===== src/rtl/ram1_ctrl.sv =====
`default_nettype none
// ============================================================================
//  Module   : ram1_ctrl
//  Purpose  : MEM-stage load/store to RAM1 ce/re/we bus initiator with
//             registered RAM-side signals and a programmable wait count.
//             Optional byte-lane read-modify-write: define RAM1_BYTE_WRITE_EN.
//  Revision : 1.0 - initial release
// ============================================================================
module ram1_ctrl #(
    parameter int WAIT_CYCLES = 2,
    parameter int ADDR_SHIFT  = 2
) (
    input  logic        clk,
    input  logic        rst,
    input  logic        cpu_req_i,
    input  logic        cpu_we_i,
    input  logic [31:0] cpu_addr_i,
    input  logic [31:0] cpu_data_i,
    input  logic [3:0]  cpu_sel_i,
    output logic [31:0] cpu_data_o,
    output logic        cpu_ack_o,
    output logic        stall_req_o,
    output logic [31:0] mem_data_o,
    input  logic [31:0] mem_data_i,
    output logic [31:0] mem_addr_o,
    output logic        mem_ce_o,
    output logic        mem_re_o,
    output logic        mem_we_o
);

    localparam int         c_WAIT     = (WAIT_CYCLES < 1) ? 1 : WAIT_CYCLES;
    localparam logic [3:0] c_CNT_LOAD = 4'(c_WAIT - 1);

`ifdef RAM1_BYTE_WRITE_EN
    typedef enum logic [2:0] {
        S_IDLE      = 3'd0,
        S_READ      = 3'd1,
        S_WRITE     = 3'd2,
        S_DONE      = 3'd3,
        S_RMW_READ  = 3'd4,
        S_RMW_WRITE = 3'd5
    } state_t;
`else
    typedef enum logic [1:0] {
        S_IDLE  = 2'd0,
        S_READ  = 2'd1,
        S_WRITE = 2'd2,
        S_DONE  = 2'd3
    } state_t;
`endif

    state_t      r_state;
    logic [3:0]  r_count;
    logic        w_busy;

`ifdef RAM1_BYTE_WRITE_EN
    logic [3:0]  r_sel;
    logic [31:0] w_merge;

    // mem_data_o still holds the store data latched at acceptance
    always_comb begin
        w_merge = mem_data_i;
        for (int i = 0; i < 4; i++) begin
            if (r_sel[i]) w_merge[8*i +: 8] = mem_data_o[8*i +: 8];
        end
    end

    assign w_busy = (r_state == S_READ) || (r_state == S_WRITE) ||
                    (r_state == S_RMW_READ) || (r_state == S_RMW_WRITE);
`else
    logic w_unused_sel;
    assign w_unused_sel = ^cpu_sel_i;
    assign w_busy       = (r_state == S_READ) || (r_state == S_WRITE);
`endif

    assign stall_req_o = ((r_state == S_IDLE) && cpu_req_i) || w_busy;

    always_ff @(posedge clk or posedge rst) begin
        if (rst) begin
            r_state    <= S_IDLE;
            r_count    <= 4'd0;
            mem_ce_o   <= 1'b0;
            mem_re_o   <= 1'b0;
            mem_we_o   <= 1'b0;
            mem_addr_o <= 32'd0;
            mem_data_o <= 32'd0;
            cpu_data_o <= 32'd0;
            cpu_ack_o  <= 1'b0;
`ifdef RAM1_BYTE_WRITE_EN
            r_sel      <= 4'd0;
`endif
        end else begin
            cpu_ack_o <= 1'b0;
            case (r_state)
                S_IDLE: begin
                    if (cpu_req_i) begin
                        mem_addr_o <= cpu_addr_i >> ADDR_SHIFT;
                        mem_data_o <= cpu_data_i;
                        r_count    <= c_CNT_LOAD;
                        mem_ce_o   <= 1'b1;
                        if (!cpu_we_i) begin
                            mem_re_o <= 1'b1;
                            r_state  <= S_READ;
                        end else begin
`ifdef RAM1_BYTE_WRITE_EN
                            if (cpu_sel_i != 4'b1111) begin
                                r_sel    <= cpu_sel_i;
                                mem_re_o <= 1'b1;
                                r_state  <= S_RMW_READ;
                            end else begin
                                mem_we_o <= 1'b1;
                                r_state  <= S_WRITE;
                            end
`else
                            mem_we_o <= 1'b1;
                            r_state  <= S_WRITE;
`endif
                        end
                    end
                end
                S_READ: begin
                    if (r_count == 4'd0) begin
                        cpu_data_o <= mem_data_i;
                        mem_ce_o   <= 1'b0;
                        mem_re_o   <= 1'b0;
                        cpu_ack_o  <= 1'b1;
                        r_state    <= S_DONE;
                    end else begin
                        r_count <= r_count - 4'd1;
                    end
                end
                S_WRITE: begin
                    if (r_count == 4'd0) begin
                        mem_ce_o  <= 1'b0;
                        mem_we_o  <= 1'b0;
                        cpu_ack_o <= 1'b1;
                        r_state   <= S_DONE;
                    end else begin
                        r_count <= r_count - 4'd1;
                    end
                end
`ifdef RAM1_BYTE_WRITE_EN
                S_RMW_READ: begin
                    if (r_count == 4'd0) begin
                        mem_data_o <= w_merge;
                        mem_re_o   <= 1'b0;
                        mem_we_o   <= 1'b1;
                        r_count    <= c_CNT_LOAD;
                        r_state    <= S_RMW_WRITE;
                    end else begin
                        r_count <= r_count - 4'd1;
                    end
                end
                S_RMW_WRITE: begin
                    if (r_count == 4'd0) begin
                        mem_ce_o  <= 1'b0;
                        mem_we_o  <= 1'b0;
                        cpu_ack_o <= 1'b1;
                        r_state   <= S_DONE;
                    end else begin
                        r_count <= r_count - 4'd1;
                    end
                end
`endif
                S_DONE: begin
                    r_state <= S_IDLE;
                end
                default: begin
                    mem_ce_o <= 1'b0;
                    mem_re_o <= 1'b0;
                    mem_we_o <= 1'b0;
                    r_state  <= S_IDLE;
                end
            endcase
        end
    end

endmodule
`default_nettype wire


===== config.mk =====
export PLATFORM = sky130hd
export DESIGN_NAME = ram1_ctrl
export DESIGN_NICKNAME = d
export VERILOG_FILES = /design/src/rtl/ram1_ctrl.sv
export SDC_FILE = /design/constraint.sdc
export NUM_CORES = 1
export LEC_CHECK = 0
export CAP_MARGIN = 20
export CORE_MARGIN = 2
export CORE_UTILIZATION = 44
export CTS_CLUSTER_SIZE = 8
export DETAILED_ROUTE_END_ITERATION = 12
export PLACE_DENSITY = 0.82
export RECOVER_POWER = 25
export SETUP_SLACK_MARGIN = 0.5
export SKIP_LAST_GASP = 1
export SYNTH_ARGS = -nofsm -noshare
export SYNTH_HDL_FRONTEND = slang
export SYNTH_SLANG_ARGS = --single-unit

===== constraint.sdc =====
create_clock -name clk -period 5.5 [get_ports clk]
set_input_delay 0.55 -clock clk [delete_from_list [all_inputs] [get_ports clk]]
set_output_delay 0.55 -clock clk [all_outputs]
set_load 0.02 [all_outputs]

==> flow_summary_export.csv, run 1 <==
group,metric,value,unit
clocking,cts.sinks,104,
detailed_routing,first_iter_violations,39,
clocking,postCtsResizedCells,0,
worst_setup_path,end_kind,"asynchronous set/reset pin",
sta,period_share,53.23,%
detailed_routing,postRouteAntennaNets,0,
place,hpwl,7403,µm
worst_setup_path,worst_ep_arrival_time,3.40,ns
final_layout,post-route-util,69.53,%
synth,synth_area,4182,µm²
power_and_ir_drop,swShare,37.11,%
final_layout,area_delta_synth_final,53.65,%
sta,hold_violations,0,
clocking,clk_pin_slew,0.10,ns
grt,grt_pass1_wl,14890,µm
final_layout,antenna_cells,0,
grt,antenna_found_initial,0,
synth,syn_inst,269,
grt,track_usage,19.01,%
sta,min_period,2.927,ns
worst_setup_path,path_class,"primary input to asynchronous set/reset pin",
sta,finalSetupTns,0,ns
job,drv_cap,1,
clocking,h-tree-depth,3,
final_layout,layout-drive-gt1-share,25.05,%
grt,grt_pass1_vias,2885,
sta,slew_headroom,-84.67,%
final_layout,final_common_cell,"clkdlybuf4s50_1",
place,dpl_worst_slack,2.999,ns
synth,synth_area_per_cell,15.54,µm²
synth,synth.area.mux_share,25.85,%
synth,synth-compound-area-share,3.441,%
worst_setup_path,cp.buffers_inverters,3,
sta,setup_ws,2.573,ns
floorplanning,die_h,101.5,µm
power_and_ir_drop,ir_drop,0.0003887,V
sta,tightest_slew,2.755,ns
detailed_routing,vias,2875,
synth,synth_top_family_by_area,"multiplexers",
grt,globalRouteOverflowTotal,0,
floorplanning,io_pins,205,
power_and_ir_drop,p_per_area,607.4,nW/µm²
clocking,clock_path_buffers,2,
power_and_ir_drop,seq_power_share,34.5,%
detailed_routing,avgRoutedWirePerCell,16.47,µm
synth,ys_seq_area_share,62.24,%
grt,grt_max_degree,65,
run_status,violations,"max-capacitance violations, max-slew violations",
synth,synthDistinctLibCells,34,
clocking,cts_buffers,9,
power_and_ir_drop,power_frac_comb,53.7,%
floorplanning,dieArea,10300,µm²
power_and_ir_drop,switching_power,1448,µW
clocking,root_buffer,"clkbuf_8",
synth,yosys_warnings,0,
sta,drv_slew,65,
power_and_ir_drop,total_leakage_power,0.002701,µW
synth,yosys.area_share.xor_xnor,0,%
detailed_routing,drt-pass1-iter-count,4,
detailed_routing,vias_per_cell,4.792,
synth,yosys.area_share.simple,2.992,%
sta,rsz0062_at_grt,"no",
clocking,cts_hold_buf,0,
run_status,status,"finished, violations left",
worst_setup_path,crit_path_max_incr_delay,1.56,ns
synth,synth_fa_ha_area_share,2.394,%
clocking,clk_latency,0.36,ns
detailed_routing,route.detailed.drc,0,
synth,yosys_register_bits,104,
final_layout,final_nets,578,
worst_setup_path,critPathTopFamily,"buffers and inverters",
place,port_buffers,196,
sta,fin_worst_skew,0.01295,ns
power_and_ir_drop,intPower,2454,µW
clocking,cts_setup_buffers,0,
worst_setup_path,critPathMaxFanout,64,
worst_setup_path,cpMaxStageDelayCell,"clkinvlp_2",
floorplanning,die_w,101.5,µm
hold_path,hold_path.class,"flip-flop to flip-flop",
sta,final-setup-viol-count,0,
floorplanning,rows,35,
worst_setup_path,path_cells,"dlygate4sd3_1, clkinvlp_2, buf_4",
clocking,cts_tree,"yes",
floorplanning,initial_core_util,45.25,%
sta,max_freq,341.6,MHz
worst_setup_path,required,5.97,ns
floorplanning,coreArea,9240,µm²
worst_setup_path,start_kind,"primary input",
place,routabilityCongestion,0.8021,
detailed_routing,wirelength,9884,µm
power_and_ir_drop,clock_power_share,11.8,%
final_layout,layout_common_cells,"188 x clkdlybuf4s50_1, 104 x dfrtp_1, 93 x mux2_2",
## registers in the layout (all words and copies together) (netlist names)
name	flops
mem_we_o	1
cpu_data_o	32
mem_ce_o	1
cpu_ack_o	1
mem_data_o	32
mem_addr_o	30
mem_re_o	1
r_state	2
r_count	4
## area by class of cell
type                       count  area, µm²
clock buffer                  10      137.6
clock inverter                 6      51.30
fill                         665       2815
inverter                       7      27.53
multi-input combinational    145       1460
sequential                   104       2603
tap                          129      161.4
timing repair buffer         199       1984
## metrics by stage
step	cell area (µm²)	hold slack, ns	total power, µW	cells
2_1_floorplan	4185	0.5353	2505	270
5_1_grt	6425	0.5204	4115	600
3_3_place_gp	6237	0.4665	3419	584
6_report	6425	0.5093	3902	600
4_1_cts	6426	0.5160	3953	600
3_5_place_dp	6237	0.4913	3496	584
## Yosys cell counts
cell | number | area [µm²]
a211oi_1 | 1 | 7.510
a21bo_2 | 1 | 10.01
a21boi_0 | 1 | 7.510
a21oi_1 | 3 | 15.01
a221oi_1 | 1 | 8.760
a22o_1 | 1 | 8.760
and2_1 | 1 | 6.260
buf_2 | 6 | 30.03
buf_4 | 4 | 30.03
buf_6 | 3 | 33.78
clkbuf_2 | 1 | 5.000
conb_1 | 1 | 3.750
dfrtp_1 | 104 | 2603
ha_1 | 8 | 100.1
inv_1 | 6 | 22.52
inv_2 | 1 | 3.750
mux2_1 | 3 | 33.78
mux2_2 | 93 | 1047
nand2_1 | 3 | 11.26
nand2b_1 | 3 | 18.77
nand3_1 | 1 | 5.000
nor2_1 | 3 | 11.26
nor2b_1 | 3 | 18.77
nor3b_1 | 1 | 7.510
nor3b_4 | 1 | 18.77
o21ai_0 | 2 | 10.01
o22ai_1 | 3 | 18.77
o2bb2ai_1 | 1 | 8.760
o31ai_1 | 4 | 30.03
o32a_1 | 1 | 10.01
o41ai_1 | 1 | 8.760
or3b_2 | 1 | 8.760
or4_1 | 1 | 7.510
or4_4 | 1 | 11.26
## path summary, 6_finish.rpt
| check | from | to | slack (ns) | cells past startpoint |
|---|---|---|---|---|
| max in group clk | r_state[0] | stall_req_o | 2.77 | 5 |
| worst max register to register | r_state[0] | mem_addr_o[12] | 3.42 | 5 |
| worst min register to register | cpu_data_o[15] | cpu_data_o[15] | 0.51 | 1 |
| worst min-delay path | cpu_data_o[15] | cpu_data_o[15] | 0.51 | 1 |
| min in group asynchronous | rst | cpu_data_o[8] | 1.40 | 2 |
| worst max-delay path | rst | mem_addr_o[21] | 2.57 | 3 |
## per-layer routing
metal  GRT usage (%)  vias to the layer above  wire length [µm]
li1                -                     1337                 -
met1           22.90                     1409              3977
met2           33.16                      119              5095
met3           5.245                       10               691
met4           6.029                        0               120
met5               0                        -                 0
## power groups by stage
stage                     Sequential, µW  Clock [µW]  Combinational, µW
after global routing                1390         511               2220
final                               1350         460               2100
after global placement              1330           0               2090
after CTS                           1350         470               2130
after detailed placement            1370           0               2130
after floorplan                     1800           0                702
## kinds of logic after synthesis
kind of cell    Yosys count
flops                   104
mux                      96
buf+inv                  21
compound gates           20
simple gates             19
fa+ha+maj                 8
other cells               1
Power figures use the tool's default switching activity.
==> inputs of run 2 (changes only) <==
--- a/config.mk
+++ b/config.mk
@@ -7,10 +7,10 @@
 export LEC_CHECK = 0
 export CAP_MARGIN = 20
 export CORE_MARGIN = 2
-export CORE_UTILIZATION = 44
+export CORE_UTILIZATION = 37
 export CTS_CLUSTER_SIZE = 8
 export DETAILED_ROUTE_END_ITERATION = 12
-export PLACE_DENSITY = 0.82
+export PLACE_DENSITY = 0.73
 export RECOVER_POWER = 25
 export SETUP_SLACK_MARGIN = 0.5
 export SKIP_LAST_GASP = 1
==> constraint.sdc (replaced) <==
create_clock -name clk -period 2.4 [get_ports clk]
set_input_delay 0.24 -clock clk [delete_from_list [all_inputs] [get_ports clk]]
set_output_delay 0.24 -clock clk [all_outputs]
set_load 0.02 [all_outputs]
==> flow_summary_export.csv, run 2 (synthesis results as in run 1) <==
group,metric,value,unit
detailed_routing,postRouteAntennaNets,0,
clocking,cts.sinks,104,
worst_setup_path,critPathLaunch,"r_state[1]",
clocking,cts_buffers,9,
power_and_ir_drop,ir_drop,0.001115,V
grt,antenna_found_initial,0,
sta,fin_worst_skew,0.009026,ns
worst_setup_path,crit_path_max_incr_delay,0.54,ns
worst_setup_path,path_cells,"inv_2, ha_4, inv_2, or4_4, mux2_2",
final_layout,post-route-util,60.68,%
floorplanning,coreArea,10940,µm²
clocking,clk_latency,0.34,ns
final_layout,layout-drive-gt1-share,27.16,%
worst_setup_path,cpMaxStageDelayCell,"or4_4",
sta,hold_violations,0,
floorplanning,initial_core_util,38.24,%
grt,grt_max_degree,64,
clocking,h-tree-depth,3,
worst_setup_path,cp.buffers_inverters,2,
final_layout,layout_common_cells,"194 x clkdlybuf4s50_1, 104 x dfrtp_1, 93 x mux2_2",
detailed_routing,vias_per_cell,4.732,
sta,period_share,75.37,%
sta,tightest_slew,0.9985,ns
grt,grt_pass1_wl,14590,µm
worst_setup_path,required,2.62,ns
clocking,clock_path_buffers,2,
final_layout,n_fill_cell,874,
floorplanning,die_h,110.3,µm
place,hpwl,7161,µm
power_and_ir_drop,total_leakage_power,0.002770,µW
worst_setup_path,critPathMaxFanout,7,
final_layout,final_nets,582,
power_and_ir_drop,p_per_area,1426,nW/µm²
final_layout,area_delta_synth_final,58.68,%
floorplanning,io_pins,205,
floorplanning,dieArea,12170,µm²
place,routabilityCongestion,0.7455,
floorplanning,rows,38,
detailed_routing,drt-pass1-iter-count,4,
sta,min_period,1.809,ns
detailed_routing,wirelength,9665,µm
worst_setup_path,path_class,"flip-flop to flip-flop",
sta,final-setup-viol-count,0,
detailed_routing,route.detailed.drc,0,
worst_setup_path,start_kind,"flip-flop",
floorplanning,die_w,110.3,µm
grt,grt_pass1_vias,2999,
worst_setup_path,critPathMostFrequentCell,"inv_2",
detailed_routing,vias,2910,
detailed_routing,first_iter_violations,119,
hold_path,hold_path.class,"flip-flop to flip-flop",
sta,slew_headroom,33.44,%
sta,setup_ws,0.5910,ns
clocking,clk_pin_slew,0.07,ns
sta,drv_slew,0,
final_layout,final_common_cell,"clkdlybuf4s50_1",
sta,rsz0062_at_grt,"no",
place,port_buffers,196,
detailed_routing,avgRoutedWirePerCell,15.72,µm
final_layout,top_regs,"cpu_data_o x32, mem_data_o x32, mem_addr_o x30",
clocking,cts_tree,"yes",
grt,track_usage,15.73,%
place,dpl_worst_slack,0.4207,ns
grt,globalRouteOverflowTotal,0,
job,drv_cap,0,
worst_setup_path,worst_ep_arrival_time,2.03,ns
worst_setup_path,critPathTopFamily,"simple AND/OR/NAND/NOR gates",
sta,max_freq,552.8,MHz
clocking,root_buffer,"clkbuf_16",
worst_setup_path,end_kind,"flip-flop",
sta,finalSetupTns,0,ns
worst_setup_path,r2r_start,"r_state[1]",
hold_path,min-delay-start,"cpu_data_o[11]",
run_status,status,"finished clean",
final_layout,antenna_cells,0,
==> run 2: cell count changes in the layout (fill, tap and decap cells not counted), sizes merged, moves of 2 or more <==
cell	previous run	this run
dlygate4sd3	8	1
clkdlybuf4s50	188	194
buf	3	6
clkbuf	10	13
clkinv	4	2
==> run 2: timing repair <==
item / CTS / global route
hold buffers: 0 / 0
cloned: 0 / 0
buffers inserted: 2 / 1
resized for setup: 6 / 5
setup endpoints to repair: 4 / 2
==> run 2: per-layer routing <==
metal	up-vias	share of wire, %	GRT usage, %
li1	1351	-	-
met1	1419	38	17.90
met2	122	51	27.34
met3	18	8.6	4.644
met4	0	2.4	6.964
met5	-	0	0
==> run 2: worst paths after layout <==
path,cells past startpoint,slack (ns),to
worst max-delay path,5,0.59,r_count[0]
worst max register to register,5,0.59,r_count[0]
worst min-delay path,1,0.49,cpu_data_o[11]
min in group asynchronous,3,0.51,mem_data_o[31]
worst min register to register,1,0.49,cpu_data_o[11]
max in group asynchronous,3,0.98,r_count[0]
==> run 2: where the power goes <==
group	switching [µW]	leakage, µW	total, µW	internal, µW
Clock	618	0.000147	1460	842
Sequential	430	0.00123	3070	2640
Combinational	2260	0.00139	4930	2670
Total	3300	0.00277	9460	6160
==> run 2: layout make-up <==
cell class | instances | area [µm²] | area share [%]
tap | 140 | 175.2 | 2.640
clock inverter | 4 | 52.55 | 0.7920
multi-input combinational | 145 | 1480 | 22.31
clock buffer | 12 | 246.5 | 3.715
inverter | 7 | 27.53 | 0.4149
sequential | 104 | 2603 | 39.22
timing repair buffer | 203 | 2051 | 30.91
==> run 2: worst register-to-register path, stage by stage, from the launching register on <==
cell and delay [ns]:
dfrtp_1 0.41, inv_2 0.10, ha_4 0.31, inv_2 0.07, or4_4 0.54, mux2_2 0.27
==> run 2: metrics by stage <==
step	instances	hold slack, ns	power, µW	instance area (µm²)
global placement	596	0.4675	7863	6310
finish	615	0.4870	9460	6635
detailed placement	596	0.4763	8019	6310
global route	615	0.5056	10030	6635
floorplan	270	0.3747	5740	4189
CTS	614	0.3538	9575	6640
==> inputs of run 3 (changes only) <==
==> constraint.sdc (replaced) <==
create_clock -name clk -period 1.6 [get_ports clk]
set_input_delay 0.16 -clock clk [delete_from_list [all_inputs] [get_ports clk]]
set_output_delay 0.16 -clock clk [all_outputs]
set_load 0.02 [all_outputs]
==> flow_summary_export.csv, run 3 (synthesis results as in run 1) <==
group,metric,value,unit
final_layout,final_nets,635,
floorplanning,io_pins,205,
clocking,cts_tree,"yes",
clocking,clock_path_buffers,2,
worst_setup_path,path_class,"flip-flop to flip-flop",
worst_setup_path,end_kind,"flip-flop",
grt,busiest_layer,"met2",
floorplanning,die_h,110.3,µm
power_and_ir_drop,power_frac_comb,56.8,%
sta,min_period,1.823,ns
sta,setup_ws,-0.2230,ns
floorplanning,dieArea,12170,µm²
floorplanning,initial_core_util,38.24,%
run_status,status,"finished, violations left",
sta,hold_violations,0,
sta,finalHoldWorstSlack,0.3686,ns
floorplanning,coreArea,10940,µm²
power_and_ir_drop,clock_power_share,13.3,%
clocking,cts_buffers,9,
place,hpwl,7757,µm
worst_setup_path,critPathMaxFanout,2,
final_layout,layout_common_cells,"104 x dfrtp_1, 98 x buf_2, 96 x clkdlybuf4s50_1",
final_layout,area_delta_synth_final,75.13,%
sta,max_freq,548.6,MHz
clocking,clk_latency,0.34,ns
final_layout,top_regs,"cpu_data_o x32, mem_data_o x32, mem_addr_o x30",
clocking,root_buffer,"clkbuf_16",
grt,met2_usage,33.79,%
hold_path,hold_path.class,"primary input to asynchronous set/reset pin",
final_layout,layout-drive-gt1-share,56.44,%
power_and_ir_drop,ir_drop,0.0009561,V
grt,grt_pass1_wl,18370,µm
run_status,violations,"negative setup slack",
grt,antenna_found_initial,0,
final_layout,antenna_cells,0,
clocking,clk_pin_slew,0.07,ns
sta,rsz0062_at_grt,"yes",
final_layout,n_fill_cell,821,
power_and_ir_drop,p_per_area,2140,nW/µm²
grt,grtUsageMet1,24.80,%
worst_setup_path,worst_ep_arrival_time,2.03,ns
job,drv_cap,0,
final_layout,final_common_cell,"dfrtp_1",
sta,period_share,113.9,%
place,port_buffers,196,
sta,fin_worst_skew,0.007012,ns
detailed_routing,drt-pass1-iter-count,4,
worst_setup_path,start_kind,"flip-flop",
detailed_routing,vias_per_cell,4.760,
clocking,cts.sinks,104,
detailed_routing,postRouteAntennaNets,0,
power_and_ir_drop,intPower,9854,µW
power_and_ir_drop,switching_power,5821,µW
worst_setup_path,required,1.81,ns
detailed_routing,avgRoutedWirePerCell,17.93,µm
detailed_routing,wirelength,11980,µm
final_layout,ff_latch_area,2603,µm²
grt,gr-usage-met3,4.762,%
detailed_routing,route.detailed.drc,0,
grt,track_usage,19.92,%
floorplanning,rows,38,
clocking,h-tree-depth,3,
place,routabilityCongestion,0.7172,
sta,slew_headroom,49.60,%
sta,tightest_slew,0.7519,ns
detailed_routing,first_iter_violations,119,
grt,grt_max_degree,39,
detailed_routing,vias,3180,
grt,globalRouteOverflowTotal,0,
grt,grt_pass1_vias,3464,
sta,drv_slew,0,
final_layout,multi_input_area,1947,µm²
sta,final-setup-viol-count,47,
power_and_ir_drop,swShare,37.13,%
power_and_ir_drop,seq_power_share,29.8,%
power_and_ir_drop,total_leakage_power,0.003596,µW
sta,finalSetupTns,-4.391,ns
floorplanning,die_w,110.3,µm
run 3: path summary, 6_finish.rpt:
check | startpoint | to | slack [ns] | cells past startpoint
max | r_count[0] | r_count[2] | -0.22 | 12
max reg2reg | r_count[0] | r_count[2] | -0.22 | 12
max in group asynchronous | rst | cpu_data_o[15] | 0.23 | 3
min in group clk | cpu_addr_i[19] | mem_addr_o[17] | 0.43 | 2
min reg2reg | mem_data_o[19] | mem_data_o[19] | 0.50 | 1
min | rst | mem_data_o[21] | 0.37 | 2
run 3: timing repair:
action / in CTS / in global routing
hold buffers: 0 / 0
cloned: 10 / 0
pin swaps: 9 / 10
setup endpoints to repair: 203 / 106
gates resized for setup: 454 / 27
setup buffers: 14 / 6
run 3: final cells by class:
class,count,share of cell area [%]
Multi-Input combinational cell,145,26.58
Tap cell,140,2.392
Clock buffer,10,3.127
Clock inverter,6,0.7347
Inverter,7,0.4100
Timing Repair Buffer,256,31.21
Sequential cell,104,35.54
run 3: worst max-delay path, stage by stage, from the launching register on:
cell	delay (ns)
dfrtp_1	0.39
inv_2	0.08
buf_4	0.11
buf_6	0.08
buf_4	0.09
buf_6	0.09
buf_6	0.08
buf_6	0.08
buf_6	0.09
ha_4	0.12
nor2b_1	0.04
o31ai_1	0.31
o21ai_1	0.14
run 3: power by group through the flow:
stage / clock, µW / sequential, µW / combinational [µW]
after global placement: 0 / 4670 / 8470
after CTS: 2160 / 4660 / 8600
after floorplan: 0 / 6250 / 3300
after global routing: 2260 / 4850 / 9430
final: 2090 / 4680 / 8910
after detailed placement: 0 / 4710 / 8580
run 3: routing by layer:
metal	share of wire, %	up-vias	wire length [µm]
li1	-	1463	-
met1	41	1583	4853
met2	51	112	6070
met3	6.9	22	832
met4	1.8	0	220
met5	0	-	0
run 3: per-stage QoR:
stage | total power (µW) | instance area, µm² | util [%] | setup WS (ns) | cells
global placement | 13150 | 6823 | 62.39 | -0.09855 | 622
floorplan | 9544 | 4551 | - | -0.1368 | 270
global route | 16540 | 7323 | 66.97 | -0.3294 | 668
CTS | 15420 | 7223 | 66.05 | -0.1328 | 662
detailed placement | 13300 | 6823 | 62.39 | -0.1461 | 622
finish | 15680 | 7323 | 66.97 | -0.2230 | 668
